**src/rtl/tdm_if.sv**
```systemverilog
// TDM demultiplexer bus: serial slot inputs from the framer side, channel word
// and status pulses back. The master drives slots, the slave is the demultiplexer.
interface tdm_if #(
    parameter int NCH = 8
);
    logic           en;
    logic           din;
    logic           fsync;
    logic [NCH-1:0] ch;
    logic           frame_valid;
    logic           locked;
    logic           sync_err;
    logic           parity_err;

    modport master (
        output en,
        output din,
        output fsync,
        input  ch,
        input  frame_valid,
        input  locked,
        input  sync_err,
        input  parity_err
    );

    modport slave (
        input  en,
        input  din,
        input  fsync,
        output ch,
        output frame_valid,
        output locked,
        output sync_err,
        output parity_err
    );
endinterface

```
**src/rtl/tdm_demux.sv**
```systemverilog
// Serial TDM frame demultiplexer with fsync hunting/locking and resync handling.
// Define TDM_PARITY_EN to append an even-parity slot after the NCH data slots.
//
// state  | meaning
// HUNT   | waiting for fsync; samples without fsync are discarded
// RECV   | collecting first frame after (re)sync, not yet locked
// LOCKED | at least one frame completed, fsync expected on every slot 0
module tdm_demux #(
    parameter int NCH = 8
) (
    input  logic clk,
    input  logic rst_n,
    tdm_if.slave bus
);

`ifdef TDM_PARITY_EN
    localparam int FLEN = NCH + 1;
`else
    localparam int FLEN = NCH;
`endif
    localparam int            CW        = $clog2(FLEN);
    localparam logic [CW-1:0] LAST_SLOT = CW'(FLEN - 1);
    localparam logic [CW-1:0] SLOT_ONE  = CW'(1);

    typedef enum logic [1:0] {
        HUNT   = 2'd0,
        RECV   = 2'd1,
        LOCKED = 2'd2
    } state_t;

    state_t         state;
    state_t         state_nxt;
    logic [CW-1:0]  slot;
    logic [CW-1:0]  slot_nxt;
    logic [NCH-1:0] shadow;
    logic [NCH-1:0] shadow_nxt;
    logic [NCH-1:0] ch_q;
    logic [NCH-1:0] ch_nxt;
    logic           fv_q;
    logic           fv_nxt;
    logic           se_q;
    logic           se_nxt;
`ifdef TDM_PARITY_EN
    logic           pe_q;
    logic           pe_nxt;
`endif

    always_ff @(posedge clk or negedge rst_n) begin
        if (!rst_n) begin
            state  <= HUNT;
            slot   <= '0;
            shadow <= '0;
            ch_q   <= '0;
            fv_q   <= 1'b0;
            se_q   <= 1'b0;
`ifdef TDM_PARITY_EN
            pe_q   <= 1'b0;
`endif
        end else begin
            state  <= state_nxt;
            slot   <= slot_nxt;
            shadow <= shadow_nxt;
            ch_q   <= ch_nxt;
            fv_q   <= fv_nxt;
            se_q   <= se_nxt;
`ifdef TDM_PARITY_EN
            pe_q   <= pe_nxt;
`endif
        end
    end

    always_comb begin
        state_nxt  = state;
        slot_nxt   = slot;
        shadow_nxt = shadow;
        ch_nxt     = ch_q;
        fv_nxt     = 1'b0;
        se_nxt     = 1'b0;
`ifdef TDM_PARITY_EN
        pe_nxt     = 1'b0;
`endif
        if (bus.en) begin
            case (state)
                HUNT: begin
                    if (bus.fsync) begin
                        shadow_nxt    = '0;
                        shadow_nxt[0] = bus.din;
                        slot_nxt      = SLOT_ONE;
                        state_nxt     = RECV;
                    end
                end
                default: begin
                    if ((slot == '0) && !bus.fsync) begin
                        // Lost frame alignment: drop the bit and go hunting.
                        se_nxt    = 1'b1;
                        slot_nxt  = '0;
                        state_nxt = HUNT;
                    end else if ((slot != '0) && bus.fsync) begin
                        // Early fsync restarts the frame with this sample as slot 0.
                        se_nxt        = 1'b1;
                        shadow_nxt    = '0;
                        shadow_nxt[0] = bus.din;
                        slot_nxt      = SLOT_ONE;
                        state_nxt     = RECV;
                    end else begin
                        for (int i = 0; i < NCH; i++) begin
                            if (int'(slot) == i) begin
                                shadow_nxt[i] = bus.din;
                            end
                        end
                        if (slot == LAST_SLOT) begin
                            slot_nxt  = '0;
                            state_nxt = LOCKED;
`ifdef TDM_PARITY_EN
                            // Even parity: data bits plus parity bit must XOR to 0.
                            if ((^{shadow, bus.din}) == 1'b0) begin
                                ch_nxt = shadow;
                                fv_nxt = 1'b1;
                            end else begin
                                pe_nxt = 1'b1;
                            end
`else
                            ch_nxt = shadow_nxt;
                            fv_nxt = 1'b1;
`endif
                        end else begin
                            slot_nxt = slot + SLOT_ONE;
                        end
                    end
                end
            endcase
        end
    end

    assign bus.ch          = ch_q;
    assign bus.frame_valid = fv_q;
    assign bus.sync_err    = se_q;
    assign bus.locked      = (state == LOCKED);
`ifdef TDM_PARITY_EN
    assign bus.parity_err  = pe_q;
`else
    assign bus.parity_err  = 1'b0;
`endif

endmodule

```
**src/flat_wrapper.sv**
```systemverilog
// flat-port wrapper written by rule: the top's interface ports become plain ports
module tdm_demux_flat 
#(
    parameter int NCH = 8
)
  (clk, rst_n, bus_en, bus_din, bus_fsync, bus_ch, bus_frame_valid, bus_locked, bus_sync_err, bus_parity_err);
  tdm_if #(.NCH(NCH)) bus_i ();
  input  logic clk;
  input  logic rst_n;
  input wire logic [$bits(bus_i.en)-1:0] bus_en;
  input wire logic [$bits(bus_i.din)-1:0] bus_din;
  input wire logic [$bits(bus_i.fsync)-1:0] bus_fsync;
  output wire logic [$bits(bus_i.ch)-1:0] bus_ch;
  output wire logic [$bits(bus_i.frame_valid)-1:0] bus_frame_valid;
  output wire logic [$bits(bus_i.locked)-1:0] bus_locked;
  output wire logic [$bits(bus_i.sync_err)-1:0] bus_sync_err;
  output wire logic [$bits(bus_i.parity_err)-1:0] bus_parity_err;
  assign bus_i.en = bus_en;
  assign bus_i.din = bus_din;
  assign bus_i.fsync = bus_fsync;
  assign bus_ch = bus_i.ch;
  assign bus_frame_valid = bus_i.frame_valid;
  assign bus_locked = bus_i.locked;
  assign bus_sync_err = bus_i.sync_err;
  assign bus_parity_err = bus_i.parity_err;
  tdm_demux #(.NCH(NCH)) u_core (.clk(clk), .rst_n(rst_n), .bus(bus_i));
endmodule
```
**config.mk**
```make
export PLATFORM = sky130hd
export DESIGN_NAME = tdm_demux_flat
export DESIGN_NICKNAME = d
export VERILOG_FILES = /design/src/rtl/tdm_if.sv /design/src/rtl/tdm_demux.sv /design/src/flat_wrapper.sv
export SDC_FILE = /design/constraint.sdc
export NUM_CORES = 1
export LEC_CHECK = 0
export BUFFER_PORTS_ARGS = -buffer_cell sky130_fd_sc_hd__buf_2
export CAP_MARGIN = 5
export CORE_MARGIN = 2
export CORE_UTILIZATION = 50
export DETAILED_ROUTE_END_ITERATION = 10
export PLACE_DENSITY = 0.81
export SLEW_MARGIN = 20
export SYNTH_ARGS = -nofsm -noshare
export SYNTH_HDL_FRONTEND = slang
export SYNTH_SLANG_ARGS = --single-unit
export TNS_END_PERCENT = 1
```
**constraint.sdc**
```tcl
create_clock -name clk -period 3 [get_ports clk]
set_input_delay 0.15 -clock clk [delete_from_list [all_inputs] [get_ports clk]]
set_output_delay 0.15 -clock clk [all_outputs]
set_load 0.05 [all_outputs]
```
==> summary.txt <==
Clocking
  – Cell at the root of the clock tree: clkbuf_4
  – Clock Latency Late Sink: 0.32 ns
  – CTS resizes: 0
  – CTS Buffer Depth: 2
  – # Post-CTS Setup Buffers: 0
  – CTS buffer count: 3
  – H-tree levels: 1
  – Clock-pin slew on the worst setup and hold paths: ~0.13 ns
  – Clock Sinks: 22
  – CTS tree: yes
  – Hold_buf cts: 1

Hold path
  – Hold path cells: 3
  – Hold Crit Class: input port to flip-flop
  – Hold endpoint: u_core.bus.frame_valid
  – Worst hold start: bus_en

Worst setup path
  – Slowest-stage cell, CP: o2111ai_1
  – R2R Setup Slk: between 0.6 and 0.7 ns
  – Arrival @ worst endpoint: ~2.6 ns
  – CP max stage delay: about 0.48 ns
  – CP delay by family, top: adder cells
  – Crit path max fanout: 15
  – RR Startpoint: u_core.slot[0]
  – Setup crit end kind: flip-flop
  – Worst setup SP type: flip-flop
  – Critical path required time: between 3 and 4 ns
  – R2R cell count: 7
  – CP Class: flip-flop to flip-flop
  – CP Cell Sequence: inv_1, ha_1, nand2b_1, inv_1, ha_1, o2111ai_1, mux2_2
  – WP buf/inv: 2
  – RR Endpoint: u_core.bus.ch[7]

Yosys
  – Post-Syn Instances: about 120
  – Async SR Flop Fraction: 100%
  – Post-synthesis sequential area ratio: a little over two fifths
  – Synthesis-stage register bit count: 22
  – Unique masters post-synth: 34
  – Syn_nets: ~130
  – Yosys warns: 0
  – Synth top area share: 43.7%
  – Synthesized area: 1260 um2
  – Most used DFF post-synth: dfrtp_1
  – Number of synthesized flops with an enable pin: 0
  – Synth top area cells: dfrtp_1, ha_1, o2111ai_1
  – Synth area leader: dfrtp_1
  – Synthesized area per cell: ~11 um2

Detailed routing
  – Detailed-route via count: around 930
  – Routed wire length: between 2000 and 2500 um
  – Antenna viol nets, final: 0
  – Vias per cell: 5.82
  – Drt pass-1 iters: 4
  – Initial DRC Count: 10
  – DR DRC count: 0
  – Drt wl/cell: between 10 and 15 um

Timing
  – Period utilisation layout: 79.2%
  – Worst hold slack: between 0.2 and 0.25 ns
  – Clock Skew: just over 0.006 ns
  – Max Fclk: 0.421 GHz
  – Worst-Margin Slew: between 0.9 and 1 ns
  – Min Clock Period, post-route: 2.38 ns
  – Max-slew violation count: 0
  – Setup TNS: 0 ns
  – Final Hold Viols: 0
  – Endpoints failing setup: 0
  – RSZ-0062 raised after global routing: false
  – Relative slew slack: 35.9%

Floorplan
  – IO Count: 17
  – Die width: approximately 54 um
  – DIE AREA: slightly below 3000 um2
  – Initial core utilization: 51.8%
  – FP Rows: 18
  – Die Y: between 50 and 60 um
  – Core Region: 2430 um2

Placement
  – PortBufs: 15
  – Hpwl dp: 1700 um
  – Placer Congestion: between 0.8 and 0.9
  – Placed cell area: between 1000 and 1500 um2

Power and ir drop
  – Max rail drop VDD: 493 uV
  – Pwr Total: 1.03 mW
  – Power per cell area: ~750 nW/um2
  – Leak pwr: 0.672 nW

Final layout
  – Fill count: roughly 210
  – Nets: 144
  – Area Overhead vs Synth: 8.54%
  – Share of cells above drive strength 1: slightly above 20%
  – Register area: ~550 um2
  – Antenna cells: 0
  – Post-layout instance area: around 1400 um2
  – Area occupied by multi-input gates: a little over 600 um2
  – Final Core Density: 56.2%

Run status
  – Status: complete, no violations

Global routing
  – Tot GR Track Use: 17.5%
  – Vias in the first global route: about 840
  – GRT overflow: 0
  – Antenna violations before repair: 0
  – Largest net degree at the start of global routing: 23
  – Global-route wire length before repair: approximately 3600 um

Run
  – Max cap viols: 0
==> final cells by class <==
type	count	share of cell area, %
multi-input cells	79	44.7
flip-flops and latches	22	40.3
repair buffers	16	6.22
well taps	30	2.74
clock inverters	1	2.20
inverters	8	2.20
clock buffers	3	1.65
==> through the flow <==
step                      setup slack (ns)  std cells
final                                0.623        159
after global routing                 0.384        159
after CTS                            0.631        159
after detailed placement             0.672        154
after global placement               0.763        154
after floorplan                       1.12        119
==> worst register-to-register path: stages, from the launching register on <==
cell       delay (ns)
dfrtp_1          0.44
inv_1            0.08
ha_1             0.24
nand2b_1         0.14
inv_1            0.09
ha_1             0.35
o2111ai_1        0.48
mux2_2           0.45
==> where the power goes <==
group / internal [mW] / switching [mW]
clock network: 0.135 / 0.0950
logic: 0.155 / 0.240
registers: 0.344 / 0.0586
total: 0.634 / 0.393
==> layout by cell type, fill, tap and decap left out, types with 2 or more instances in the layout <==
| cell type | netlist | final |
|---|---|---|
| and3_1 | 2 | 2 |
| o2111ai_1 | 8 | 8 |
| mux2i_1 | 6 | 6 |
| nand2_1 | 12 | 12 |
| ha_1 | 9 | 9 |
| nor3_1 | 2 | 2 |
| o21ai_0 | 7 | 7 |
| nor2b_1 | 3 | 3 |
| inv_1 | 8 | 8 |
| clkbuf_4 | 0 | 3 |
| a21oi_1 | 2 | 2 |
| and2_1 | 3 | 3 |
| nor2_1 | 2 | 2 |
| a22o_1 | 7 | 7 |
| nand2b_1 | 2 | 2 |
| buf_2 | 3 | 15 |
| dfrtp_1 | 22 | 22 |
==> Yosys cell counts, types with 2 or more instances <==
cell / count
a21oi_1: 2
a22o_1: 7
and2_1: 3
and3_1: 2
buf_2: 3
buf_4: 3
buf_6: 2
dfrtp_1: 22
ha_1: 9
inv_1: 8
mux2i_1: 6
nand2_1: 12
nand2b_1: 2
nor2_1: 2
nor2b_1: 3
nor3_1: 2
o2111ai_1: 8
o21ai_0: 7
==> cells by family (layout without fill, tap and decap cells) <==
group | Yosys count | count (layout) | share of synthesized area (%)
compound gates | 32 | 32 | 20.6
fa+ha+maj | 9 | 9 | 8.94
buf+inv | 18 | 28 | 7.74
flops | 22 | 22 | 43.7
mux | 8 | 8 | 6.55
other cells | 1 | 1 | 0.298
simple gates | 29 | 29 | 12.2
==> how the worst max path moves through the flow <==
stage              startpoint               end  slack, ns  cells after the start
6_report       u_core.slot[0]  u_core.bus.ch[7]       0.62                      7
3_5_place_dp   u_core.slot[0]  u_core.bus.ch[7]       0.67                      7
2_1_floorplan  u_core.slot[0]   u_core.state[0]       1.12                      8
5_1_grt        u_core.slot[0]  u_core.bus.ch[7]       0.38                      7
3_3_place_gp   u_core.slot[0]  u_core.bus.ch[7]       0.76                      7
4_1_cts        u_core.slot[0]  u_core.bus.ch[7]       0.63                      7
==> sequential cells by signal, summed over array words and instances (netlist names) <==
name	count
u_core.shadow	7
u_core.bus.ch	8
u_core.bus.sync_err	1
u_core.slot	3
u_core.bus.frame_valid	1
u_core.state	2
==> layer usage <==
layer  wire, um  vias up  part of all wire (%)  GRT usage, %
met5          0        -                     0             0
met4         32        0                   1.4          8.33
met3         99        4                   4.3          3.89
met2       1150       27                    49          29.1
met1       1050      448                    45          21.1
li1           -      446                     -             -
Power figures use the tool's default switching activity.
